[src/rtl/deser_8way.sv]
// Serial-to-parallel deserializer: assembles N accepted bits into a word and
// reports the AND/OR reductions of that word alongside it.
module deser_8way #(
  parameter int N         = 8,
  parameter bit MSB_FIRST = 1'b0
) (
  input  logic                     clk,
  input  logic                     reset,
  input  logic                     in_bit,
  input  logic                     in_valid,
  output logic                     in_ready,
  output logic [N-1:0]             out_data,
  output logic                     out_valid,
  input  logic                     out_ready,
  output logic                     out_all1,
  output logic                     out_any1,
  output logic [$clog2(N+1)-1:0]   bit_count
);

  localparam int CW = $clog2(N+1);

  typedef enum logic {
    COLLECT = 1'b0,
    FULL    = 1'b1
  } state_t;

  state_t          state_q, state_d;
  logic [N-1:0]    data_q, data_d;
  logic            valid_q, valid_d;
  logic            all1_q, all1_d;
  logic            any1_q, any1_d;
  logic [CW-1:0]   count_q, count_d;
  logic            accept;
  logic            xfer;

  // Map the running bit index onto an output lane for the configured order.
  function automatic logic [CW-1:0] lane_of(input logic [CW-1:0] idx);
    if (MSB_FIRST) begin
      return CW'(N - 1) - idx;
    end else begin
      return idx;
    end
  endfunction

  // Write one bit into the selected lane; indices outside 0..N-1 never match.
  function automatic logic [N-1:0] put_bit(input logic [N-1:0] word,
                                           input logic [CW-1:0] lane,
                                           input logic          b);
    logic [N-1:0] w;
    w = word;
    for (int i = 0; i < N; i++) begin
      if (lane == CW'(i)) begin
        w[i] = b;
      end else begin
        w[i] = word[i];
      end
    end
    return w;
  endfunction

  // Handshake decode and next-state computation for the COLLECT/FULL machine.
  always_comb begin
    in_ready = !reset && ((state_q == COLLECT) || out_ready);
    accept   = in_valid && in_ready;
    xfer     = valid_q && out_ready;

    state_d  = state_q;
    data_d   = data_q;
    valid_d  = valid_q;
    all1_d   = all1_q;
    any1_d   = any1_q;
    count_d  = count_q;

    case (state_q)
      COLLECT: begin
        if (accept) begin
          data_d = put_bit(data_q, lane_of(count_q), in_bit);
          if (count_q == CW'(N - 1)) begin
            state_d = FULL;
            valid_d = 1'b1;
            count_d = CW'(N);
            all1_d  = &data_d;
            any1_d  = |data_d;
          end else begin
            count_d = count_q + CW'(1);
          end
        end else begin
          state_d = COLLECT;
        end
      end
      FULL: begin
        // A new word may start on the same edge the finished one drains.
        if (xfer) begin
          state_d = COLLECT;
          valid_d = 1'b0;
          if (accept) begin
            data_d  = put_bit(data_q, lane_of(CW'(0)), in_bit);
            count_d = CW'(1);
          end else begin
            count_d = CW'(0);
          end
        end else begin
          state_d = FULL;
        end
      end
      default: begin
        state_d = COLLECT;
        valid_d = 1'b0;
        count_d = CW'(0);
      end
    endcase
  end

  // State and registered outputs, with synchronous reset.
  always_ff @(posedge clk) begin
    if (reset) begin
      state_q <= COLLECT;
      data_q  <= '0;
      valid_q <= 1'b0;
      all1_q  <= 1'b0;
      any1_q  <= 1'b0;
      count_q <= '0;
    end else begin
      state_q <= state_d;
      data_q  <= data_d;
      valid_q <= valid_d;
      all1_q  <= all1_d;
      any1_q  <= any1_d;
      count_q <= count_d;
    end
  end

  assign out_data  = data_q;
  assign out_valid = valid_q;
  assign out_all1  = all1_q;
  assign out_any1  = any1_q;
  assign bit_count = count_q;

endmodule
[config.mk]
export PLATFORM = sky130hd
export DESIGN_NAME = deser_8way
export DESIGN_NICKNAME = d
export VERILOG_FILES = /design/src/rtl/deser_8way.sv
export SDC_FILE = /design/constraint.sdc
export NUM_CORES = 1
export LEC_CHECK = 0
export ABC_CLOCK_PERIOD_IN_PS = 1500
export BUFFER_PORTS_ARGS = -buffer_cell sky130_fd_sc_hd__buf_2
export CAP_MARGIN = 30
export CORE_ASPECT_RATIO = 0.75
export CORE_MARGIN = 4
export CORE_UTILIZATION = 47
export DETAILED_ROUTE_END_ITERATION = 7
export PLACE_DENSITY_LB_ADDON = 0.1
export SETUP_SLACK_MARGIN = 0.02
export SLEW_MARGIN = 40
export SYNTH_ARGS = -nofsm -noshare
export SYNTH_HDL_FRONTEND = slang
export SYNTH_SLANG_ARGS = --single-unit
[constraint.sdc]
create_clock -name clk -period 1.5 [get_ports clk]
set_input_delay 0.15 -clock clk [delete_from_list [all_inputs] [get_ports clk]]
set_output_delay 0.15 -clock clk [all_outputs]
set_load 0.005 [all_outputs]
# Word-level counts from Yosys, hierarchy flattened
# Cells that the tools add are included.
[word_totals]
register_bits = 16
latch_bits = 0
ram_bits = 0
romBits = 0
inputBits = 5
out_inout_bits = 16
word_cells = 77
mem_count = 0
[op_classes]
n_addsub = 1
mul = 0
n_div = 0
order_cmp = 0
eq_ne = 12
n_shift = 0
n_mux = 43
bitwise = 1
n_reduce_logical = 13
[op_table]
columns = ["operator", "count"]
rows = [
  ["1-bit two-way mux", 33],
  ["4-bit by 3-bit == test with 1-bit output, second input constant", 5],
  ["4-bit two-way mux", 5],
  ["8-bit case mux with 2 select lines", 1],
  ["3-bit AND reduction", 3],
  ["4-bit by 2-bit == test with 1-bit output, second input constant", 2],
  ["8-bit two-way mux", 1],
  ["4-bit case mux with 2 select lines", 1],
  ["8-bit AND reduction", 1],
  ["8-bit OR reduction", 1],
  ["2-bit by 1-bit != test with 1-bit output, second input constant", 3],
  ["4-bit by 1-bit adder with 4-bit output, second input constant", 1],
  ["4-bit by 1-bit == test with 1-bit output, second input constant", 1],
  ["4-bit logical NOT", 1],
  ["1-bit case mux with 2 select lines", 2],
  ["2-bit AND reduction", 2],
  ["1-bit logical AND", 3],
  ["2-bit != test, second input constant", 1],
  ["1-bit logical NOT", 1],
  ["1-bit logical OR", 1],
  ["1-bit inverter", 1],
]

# Longest topological paths before layout
# Gate-level depths: netlist of the first run.
[depth]
depth_word = 12
mapped_depth = 6
mapped_depth_nobuf = 6

# Worst setup path after synthesis of the first run
# No wires, ideal clock.
[synth_timing]
path_kind = "reg2reg"
startpoint = "reg count_q[0], in the netlist bit_count[0]"
endpoint = "reg any1_q, in the netlist out_any1"
t_arrival_ns = 1.465
required_time_ns = 1.367
path_slack_ns = -0.098
path_stages_with_launch = 6
n_path_buf = 0
synth_period_minus_slack_ns = 1.598
path_cell_list = "dfxtp_1 ha_1 nor3b_2 mux2i_1 and4_1 a311oi_2"
[synth_between]
elab_chain_len = 7
[synth_lines]
columns = ["item", "line_no", "text"]
rows = [
  ["start: declaration", "32", "logic [CW-1:0] count_q, count_d;"],
  ["start signal: assignment", "129", "count_q <= count_d;"],
  ["4-bit two-way mux", "76", "if (accept) begin"],
  ["4-bit two-way mux", "74", "case (state_q)"],
  ["4-bit by 3-bit == test with 1-bit output (tied with other cells)", "52", "if (lane == CW'(i)) begin"],
  ["1-bit two-way mux", "52", ""],
  ["1-bit two-way mux", "76", ""],
  ["1-bit two-way mux", "74", ""],
  ["8-bit OR reduction", "83", "any1_d = |data_d;"],
  ["end signal: assignment", "128", "any1_q <= any1_d;"],
  ["end: declaration", "31", "logic any1_q, any1_d;"],
]
# Parallel ways exist; a longest one is shown, timed or not. The select of a mux whose other input is x is not followed.
# A chain may end at the register's enable or synchronous reset.

# Worst setup path in the final report of the first run
[layout_timing]
startpoint = "reg count_q[1], in the netlist bit_count[1]"
endpoint = "reg any1_q, in the netlist out_any1"
# The elaborated chain is that of the path after synthesis.

==> flow_summary.json, run 1 <==
{
  "num_rows": 13,
  "worstPathArrival_ns": 1.72,
  "core_um2": 1805,
  "synthFlopType": "dfxtp_1",
  "setup_violations": 2,
  "slowest_delay_ns": 0.39,
  "powerDensity_nw_per_um2": 660.0,
  "die_h_um": 46.54,
  "finalHoldViolCount": 0,
  "grt_max_degree": 14,
  "gp_congestion": 0.7266,
  "cts_buffers": 3,
  "routedWlPerCell_um": 15.29,
  "cts_num_sinks": 16,
  "yosysWarnings": 0,
  "mostFrequentLayoutCell": "buf_2",
  "fin_ws_ns": -0.05561,
  "synth_cell_type_count": 32,
  "first_pass_iters": 4,
  "drive_above_1_share_pct": 48.20,
  "tns_ns": -0.05828,
  "fmax_mhz": 642.8,
  "max-vdd-ir-drop_uv": 541.0,
  "p_leak_nw": 0.5406,
  "cp_slowest_cell": "dfxtp_4",
  "io_pins": 21,
  "finalCriticalPeriod_ns": 1.556,
  "grt_setup_unrepaired": "true",
  "critPathMaxFanout": 4,
  "clk_latency_ns": 0.29,
  "hold_class": "input pin to flip-flop",
  "async_flop_share_pct": 0,
  "finalCritPeriodShare_pct": 103.7,
  "min_to": "state_q",
  "worstRegToRegCells": 6,
  "critical_path_class": "flip-flop to flip-flop",
  "drtIter0Drc": 31,
  "placed_area_um2": 1144,
  "dieArea_um2": 2764,
  "antenna_found_initial": 0,
  "reg2reg_slack_ns": -0.06,
  "violations": "setup timing",
  "tightest_slew_ns": 0.4151,
  "htree_levels": 1,
  "reg2reg_from": "bit_count[1]",
  "path_clk_slew_ns": 0.09,
  "holdPathStages": 4,
  "initial_core_util_pct": 51.56,
  "ctsLongestPathBuffers": 2,
  "grt_pass1_vias": 915,
  "path_cells": "inv_4 -> ha_4 -> nor3b_4 -> mux2i_1 -> and4_1 -> a311oi_2",
  "final_nets": 150,
  "min_from": "out_ready",
  "drcViolationCount": 0,
  "worstSetupStartpointType": "flip-flop",
  "design_area_um2": 1313,
  "cts_tree": "done",
  "syn_avg_cell_area_um2": 9.038,
  "synth_seq_area_share_pct": 34.41,
  "diodes": 0,
  "vias": 903,
  "die_width_um": 59.39,
  "grt_pass1_wl_mm": 4.105,
  "skew_ns": 0.003116,
  "gr-total-overflow": 0,
  "endpoint_kind": "flip-flop",
  "hpwl_mm": 1.691,
  "viasPerCell": 5.609,
  "maxCapViolations": 0,
  "syn_area_um2": 930.9,
  "worstReg2RegEnd": "out_any1",
  "synthCells": 103,
  "syn_nets": 112,
  "wl_mm": 2.461,
  "synth_edf_count": 0,
  "cts-root-buf": "clkbuf_4",
  "final_cell_mix": "20 x buf_2, 19 x buf_4, 11 x dfxtp_1",
  "drv_slew": 0,
  "outcome": "complete, but fails checks",
  "whs_ns": 0.1672,
  "relSlewSlack_pct": 72.20,
  "synthToLayoutAreaGrowth_pct": 40.99,
  "drtAntennaViolNets": 0,
  "portBuffers": 20,
  "ys_seq_elements": 16,
  "crit_required_ns": 1.67,
  "track_usage_pct": 20.12
}
## timing repair
item,in CTS,in global routing
resized for setup,19,8
hold endpoints to repair,0,0
setup endpoints to repair,2,7
buffers inserted,4,1
hold buffers,0,0
pin swaps,4,3
## power by group
| group | total [mW] | switching, mW | internal [mW] |
|---|---|---|---|
| logic | 0.183 | 0.0873 | 0.0958 |
| registers | 0.457 | 0.0183 | 0.439 |
| clock network | 0.226 | 0.133 | 0.0933 |
| total | 0.866 | 0.238 | 0.628 |
## layer usage
metal  global-route usage, %  vias to the layer above  part of all wire (%)
met2                   32.68                       26                    46
met4                   7.240                        0                  0.69
li1                        -                      451                     -
met1                   25.17                      424                    48
met5                       0                        -                     0
met3                   6.162                        2                   4.8
## sequential cells by signal, summed over array words and instances (netlist names)
signal and flops:
out_valid 1, state_q 1, out_all1 1, out_data 8, bit_count 4, out_any1 1
## cell type report
type / instances / area, um2
flip-flops and latches: 16 / 331.6
multi-input cells: 78 / 664.4
repair buffers: 40 / 254.0
fillers: 148 / 493.0
inverters: 2 / 12.51
well taps: 22 / 27.53
clock buffers: 3 / 22.52
## worst max path at each step
stage,start,to,slack (ns),depth (start not counted)
floorplan,bit_count[0],out_any1,0.05,6
global placement,bit_count[0],out_all1,-0.07,6
detailed placement,bit_count[0],out_any1,-0.1,6
CTS,bit_count[1],out_any1,-0.008,6
global route,bit_count[0],out_any1,-0.09,5
finish,bit_count[1],out_any1,-0.06,6
## critical path, delay by kind of cell (launching register included)
kind / cells / cell delay (ns)
simple gates: 2 / 0.44
flops: 1 / 0.39
mux: 1 / 0.31
fa+ha+maj: 1 / 0.13
compound gates: 1 / 0.09
buf+inv: 1 / 0.08
## cells by family (layout without fill, tap and decap cells)
logic type | after synthesis | in the layout | synth area share (%)
simple gates | 43 | 43 | 28.90
buf+inv | 9 | 45 | 5.915
flops | 16 | 16 | 34.41
mux | 8 | 8 | 8.602
fa+ha+maj | 4 | 4 | 5.377
compound gates | 23 | 23 | 16.80
## synth_stat cells (all sizes together) (2+ instances only)
master	n	area, um2
nand3b	6	45.04
dfxtp	16	320.3
nor3b	6	65.06
a21oi	8	40.04
clkbuf	2	7.510
nor2	11	41.29
o21ai	2	10.00
inv	2	7.510
nor4	2	12.51
buf	5	40.04
nand2	6	22.52
mux2i	8	80.08
and4	2	17.52
ha	4	50.05
nor2b	4	25.02
a211oi	7	52.55
## through the flow
step	std cells	setup WS (ns)	utilization [%]	power (mW)
floorplan	103	0.05200	-	0.5467
global placement	153	-0.06833	63.34	0.6025
detailed placement	153	-0.09747	63.34	0.6066
CTS	160	-0.008062	70.48	0.8668
global route	161	-0.09050	72.70	0.9181
finish	161	-0.05561	72.70	0.8663
Note: power is estimated with default switching activity, not from simulation.
==> run 2: changes to the inputs <==
--- a/config.mk
+++ b/config.mk
@@ -12,7 +12,8 @@
 export CORE_MARGIN = 4
 export CORE_UTILIZATION = 47
 export DETAILED_ROUTE_END_ITERATION = 7
-export PLACE_DENSITY_LB_ADDON = 0.1
+export PLACE_DENSITY = 0.76
+export REMOVE_ABC_BUFFERS = 1
 export SETUP_SLACK_MARGIN = 0.02
 export SLEW_MARGIN = 40
 export SYNTH_ARGS = -nofsm -noshare
==> flow_summary.json, run 2 (synthesis results as in run 1) <==
{
  "placed_area_um2": 1136,
  "seqCellArea_um2": 330.3,
  "drtIter0Drc": 38,
  "track_usage_pct": 22.29,
  "drcViolationCount": 0,
  "wl_met3_um": 246,
  "cts-root-buf": "clkbuf_4",
  "endpoint_kind": "flip-flop",
  "vias": 964,
  "viasPerCell": 5.951,
  "ctsLongestPathBuffers": 2,
  "diodes": 0,
  "drtAntennaViolNets": 0,
  "portBuffers": 20,
  "postCtsHoldBufs": 0,
  "drv_slew": 0,
  "skew_ns": 0.004090,
  "die_h_um": 46.54,
  "drive_above_1_share_pct": 52.86,
  "initial_core_util_pct": 51.56,
  "finalHoldViolCount": 0,
  "antenna_found_initial": 0,
  "hold_class": "input pin to flip-flop",
  "clk_latency_ns": 0.30,
  "max-vdd-ir-drop_uv": 552.3,
  "wl_met1_mm": 1.182,
  "violations": "setup timing",
  "routedWlPerCell_um": 17.36,
  "tightest_slew_ns": 0.3544,
  "grt_setup_unrepaired": "true",
  "die_width_um": 59.39,
  "cts_num_sinks": 16,
  "maxCapViolations": 0,
  "relSlewSlack_pct": 75.90,
  "grt_pass1_vias": 905,
  "fmax_mhz": 618.9,
  "grt_max_degree": 21,
  "cts_tree": "done",
  "outcome": "complete, but fails checks",
  "largest_register_ffs": 8,
  "finalCriticalPeriod_ns": 1.616,
  "num_rows": 13,
  "design_area_um2": 1394,
  "worstSetupStartpointType": "flip-flop",
  "synthToLayoutAreaGrowth_pct": 49.73,
  "multi_input_area_um2": 716.9,
  "met2_length_mm": 1.310,
  "mostFrequentLayoutCell": "buf_2",
  "dr.max_layer_used": "met4",
  "setup_violations": 5,
  "gr-total-overflow": 0,
  "final_nets": 150,
  "core_um2": 1805,
  "path_clk_slew_ns": 0.11,
  "nFillCells": 130,
  "critPathMaxFanout": 5,
  "crit_required_ns": 1.69,
  "io_pins": 21,
  "gp_congestion": 0.7994,
  "first_pass_iters": 4,
  "htree_levels": 1,
  "total_power_uw": 971.2,
  "hpwl_mm": 1.671,
  "grt_pass1_wl_mm": 4.457,
  "critical_path_class": "flip-flop to flip-flop",
  "worstPathArrival_ns": 1.80,
  "wl_mm": 2.813,
  "final_cell_mix": "20 x buf_2, 17 x buf_4, 12 x dfxtp_1",
  "dieArea_um2": 2764,
  "cts_buffers": 3,
  "p_leak_nw": 0.5634,
  "finalCritPeriodShare_pct": 107.7,
  "fin_ws_ns": -0.1158,
  "powerDensity_nw_per_um2": 696.8
}
run 2: path summary, 6_finish.rpt:
| check | startpoint | depth (start not counted) | end | slack [ns] |
|---|---|---|---|---|
| worst min register to register | out_data[0] | 2 | out_data[0] | 0.50 |
| worst min-delay path | reset | 2 | out_valid | 0.17 |
| worst max-delay path | bit_count[1] | 6 | out_any1 | -0.12 |
| worst max register to register | bit_count[1] | 6 | out_any1 | -0.12 |
run 2: metal layers:
layer  global-route usage (%)  vias to the layer above
met1                    26.46                      462
met3                    6.723                        9
met2                    38.34                       43
met4                    7.692                        0
li1                         -                      450
met5                        0                        -
run 2: repair_timing:
action,CTS,global route
buffers inserted,5,0
endpoints found under the hold margin,0,0
pin swaps,2,2
gates resized for setup,27,14
setup endpoints to repair,3,9
run 2: cell type report:
class / count / share of cell area [%]
inverter: 2 / 0.8977
tap: 22 / 1.975
timing repair buffer: 40 / 19.39
sequential: 16 / 23.70
clock buffer: 4 / 2.603
multi-input combinational: 78 / 51.44
run 2: power by group:
| group | leakage [nW] | total [mW] | internal [mW] | switching, mW |
|---|---|---|---|---|
| clock network | 0.0210 | 0.304 | 0.148 | 0.155 |
| registers | 0.133 | 0.458 | 0.439 | 0.0192 |
| logic | 0.410 | 0.210 | 0.108 | 0.102 |
| total | 0.563 | 0.971 | 0.695 | 0.276 |
run 2: stage by stage:
| stage | TNS [ns] | cells | worst slack, ns | util [%] | hold WS (ns) |
|---|---|---|---|---|---|
| final | -0.2497 | 162 | -0.1158 | 77.20 | 0.1728 |
| after global routing | -0.5791 | 162 | -0.1668 | 77.20 | 0.1842 |
| after CTS | -0.06301 | 162 | -0.03634 | 72.49 | 0.1371 |
| after detailed placement | -0.3593 | 153 | -0.1359 | 62.92 | 0.4694 |
| after global placement | -0.07753 | 153 | -0.03746 | 62.92 | 0.4572 |
| after floorplan | -0.5513 | 96 | -0.2330 | - | 0.2179 |
run 2: critical path, stage by stage, from the launching register on:
cell	delay, ns
dfxtp_4	0.38
inv_4	0.08
ha_4	0.13
nor3b_4	0.23
mux2i_4	0.33
and4_4	0.26
a311oi_2	0.09
==> run 3: changes to the inputs <==
--- a/config.mk
+++ b/config.mk
@@ -15,7 +15,6 @@
 export PLACE_DENSITY = 0.76
 export REMOVE_ABC_BUFFERS = 1
 export SETUP_SLACK_MARGIN = 0.02
-export SLEW_MARGIN = 40
 export SYNTH_ARGS = -nofsm -noshare
 export SYNTH_HDL_FRONTEND = slang
 export SYNTH_SLANG_ARGS = --single-unit
==> constraint.sdc (replaced) <==
create_clock -name clk -period 1.5 [get_ports clk]
set_input_delay 0.45 -clock clk [delete_from_list [all_inputs] [get_ports clk]]
set_output_delay 0.45 -clock clk [all_outputs]
set_load 0.005 [all_outputs]
==> flow_summary.json, run 3 (synthesis results as in run 1) <==
{
  "grt_setup_unrepaired": "true",
  "initial_core_util_pct": 51.56,
  "cts_tree": "done",
  "tns_ns": -0.1945,
  "portBuffers": 20,
  "ctsLongestPathBuffers": 2,
  "drcViolationCount": 0,
  "gp_congestion": 0.8246,
  "first_pass_iters": 4,
  "drv_slew": 0,
  "track_usage_pct": 21.56,
  "final_cell_mix": "26 x buf_4, 20 x buf_2, 11 x nor2_1, 11 x dfxtp_1, 8 x a21oi_1",
  "dieArea_um2": 2764,
  "htree_levels": 1,
  "postCtsHoldBufs": 0,
  "cts-root-buf": "clkbuf_4",
  "skew_ns": 0.004533,
  "largest_register_ffs": 8,
  "outcome": "complete, but fails checks",
  "final_core_util_pct": 75.33,
  "hpwl_mm": 1.774,
  "finalHoldViolCount": 0,
  "clk_latency_ns": 0.30,
  "wl_mm": 2.761,
  "relSlewSlack_pct": 68.59,
  "grt_pass1_vias": 927,
  "p_leak_nw": 0.5738,
  "diodes": 0,
  "grt_pass1_wl_mm": 4.298,
  "wl_met1_mm": 1.196,
  "antenna_found_initial": 0,
  "fmax_mhz": 634.7,
  "io_pins": 21,
  "met2_length_mm": 1.323,
  "viasPerCell": 5.780,
  "max-vdd-ir-drop_uv": 621.5,
  "drive_above_1_share_pct": 52.74,
  "drtIter0Drc": 42,
  "worstPathArrival_ns": 1.77,
  "nFillCells": 138,
  "core_um2": 1805,
  "dr.max_layer_used": "met4",
  "crit_required_ns": 1.69,
  "drtAntennaViolNets": 0,
  "tightest_slew_ns": 0.4646,
  "cts_buffers": 3,
  "gr-total-overflow": 0,
  "cts_num_sinks": 16,
  "final_nets": 156,
  "finalCritPeriodShare_pct": 105.0,
  "fin_ws_ns": -0.07551,
  "endpoint_kind": "flip-flop",
  "dp_slack_ns": -0.1676,
  "die_width_um": 59.39,
  "die_h_um": 46.54,
  "vias": 971,
  "wl_met3_um": 201,
  "seqCellArea_um2": 336.6,
  "mostFrequentLayoutCell": "buf_4",
  "critical_path_class": "flip-flop to flip-flop",
  "multi_input_area_um2": 656.9,
  "num_rows": 13,
  "maxCapViolations": 0,
  "hold_class": "input pin to flip-flop",
  "violations": "setup timing",
  "grt_max_degree": 14,
  "path_clk_slew_ns": 0.11,
  "worstSetupStartpointType": "flip-flop",
  "setup_violations": 4,
  "critPathMaxFanout": 4,
  "finalCriticalPeriod_ns": 1.576,
  "routedWlPerCell_um": 16.43,
  "powerDensity_nw_per_um2": 702.7,
  "synthToLayoutAreaGrowth_pct": 46.10
}
==> run 3: final timing paths <==
kind	from	end	slack, ns	cells after the start
setup reg to reg	bit_count[0]	out_any1	-0.08	6
hold reg to reg	out_data[5]	out_data[5]	0.52	2
hold / removal	reset	bit_count[0]	0.50	4
setup / recovery	bit_count[0]	out_any1	-0.08	6
==> run 3: power by group <==
| group | internal, mW | switching [mW] |
|---|---|---|
| sequential | 0.435 | 0.0158 |
| clock | 0.148 | 0.160 |
| combinational | 0.100 | 0.0963 |
==> run 3: layout make-up <==
class                   count  area share [%]
clock buffers               4           2.668
well taps                  22           2.024
inverters                   2          0.5520
repair buffers             46           21.71
multi-input cells          78           48.30
flip-flops and latches     16           24.75
==> run 3: stage by stage <==
step                      cells  total power [mW]  hold WS (ns)  area, um2
after floorplan              96            0.5315        0.4651      883.3
after global placement      156            0.6032        0.4794       1146
after detailed placement    156            0.6114        0.4995       1146
after CTS                   166            0.9332        0.4688       1304
after global routing        168            0.9909        0.5108       1360
final                       168            0.9557        0.4957       1360
==> run 3: per-layer routing <==
metal / vias to the layer above / global-route usage, %
met1: 460 / 25.42
met2: 40 / 38.13
met3: 6 / 5.882
li1: 465 / -
met4: 0 / 6.787
met5: - / 0
==> run 3: worst max-delay path: stages, from the launching register on <==
cell	delay (ns)
dfxtp_4	0.38
inv_2	0.06
ha_2	0.18
nor3b_4	0.20
mux2i_1	0.29
and4_1	0.24
a311oi_2	0.10
==> run 3: timing repair <==
| item | CTS | global route |
|---|---|---|
| setup endpoints to repair | 6 | 8 |
| resized for setup | 24 | 8 |
| buffers inserted | 6 | 2 |
| pin swaps | 3 | 0 |
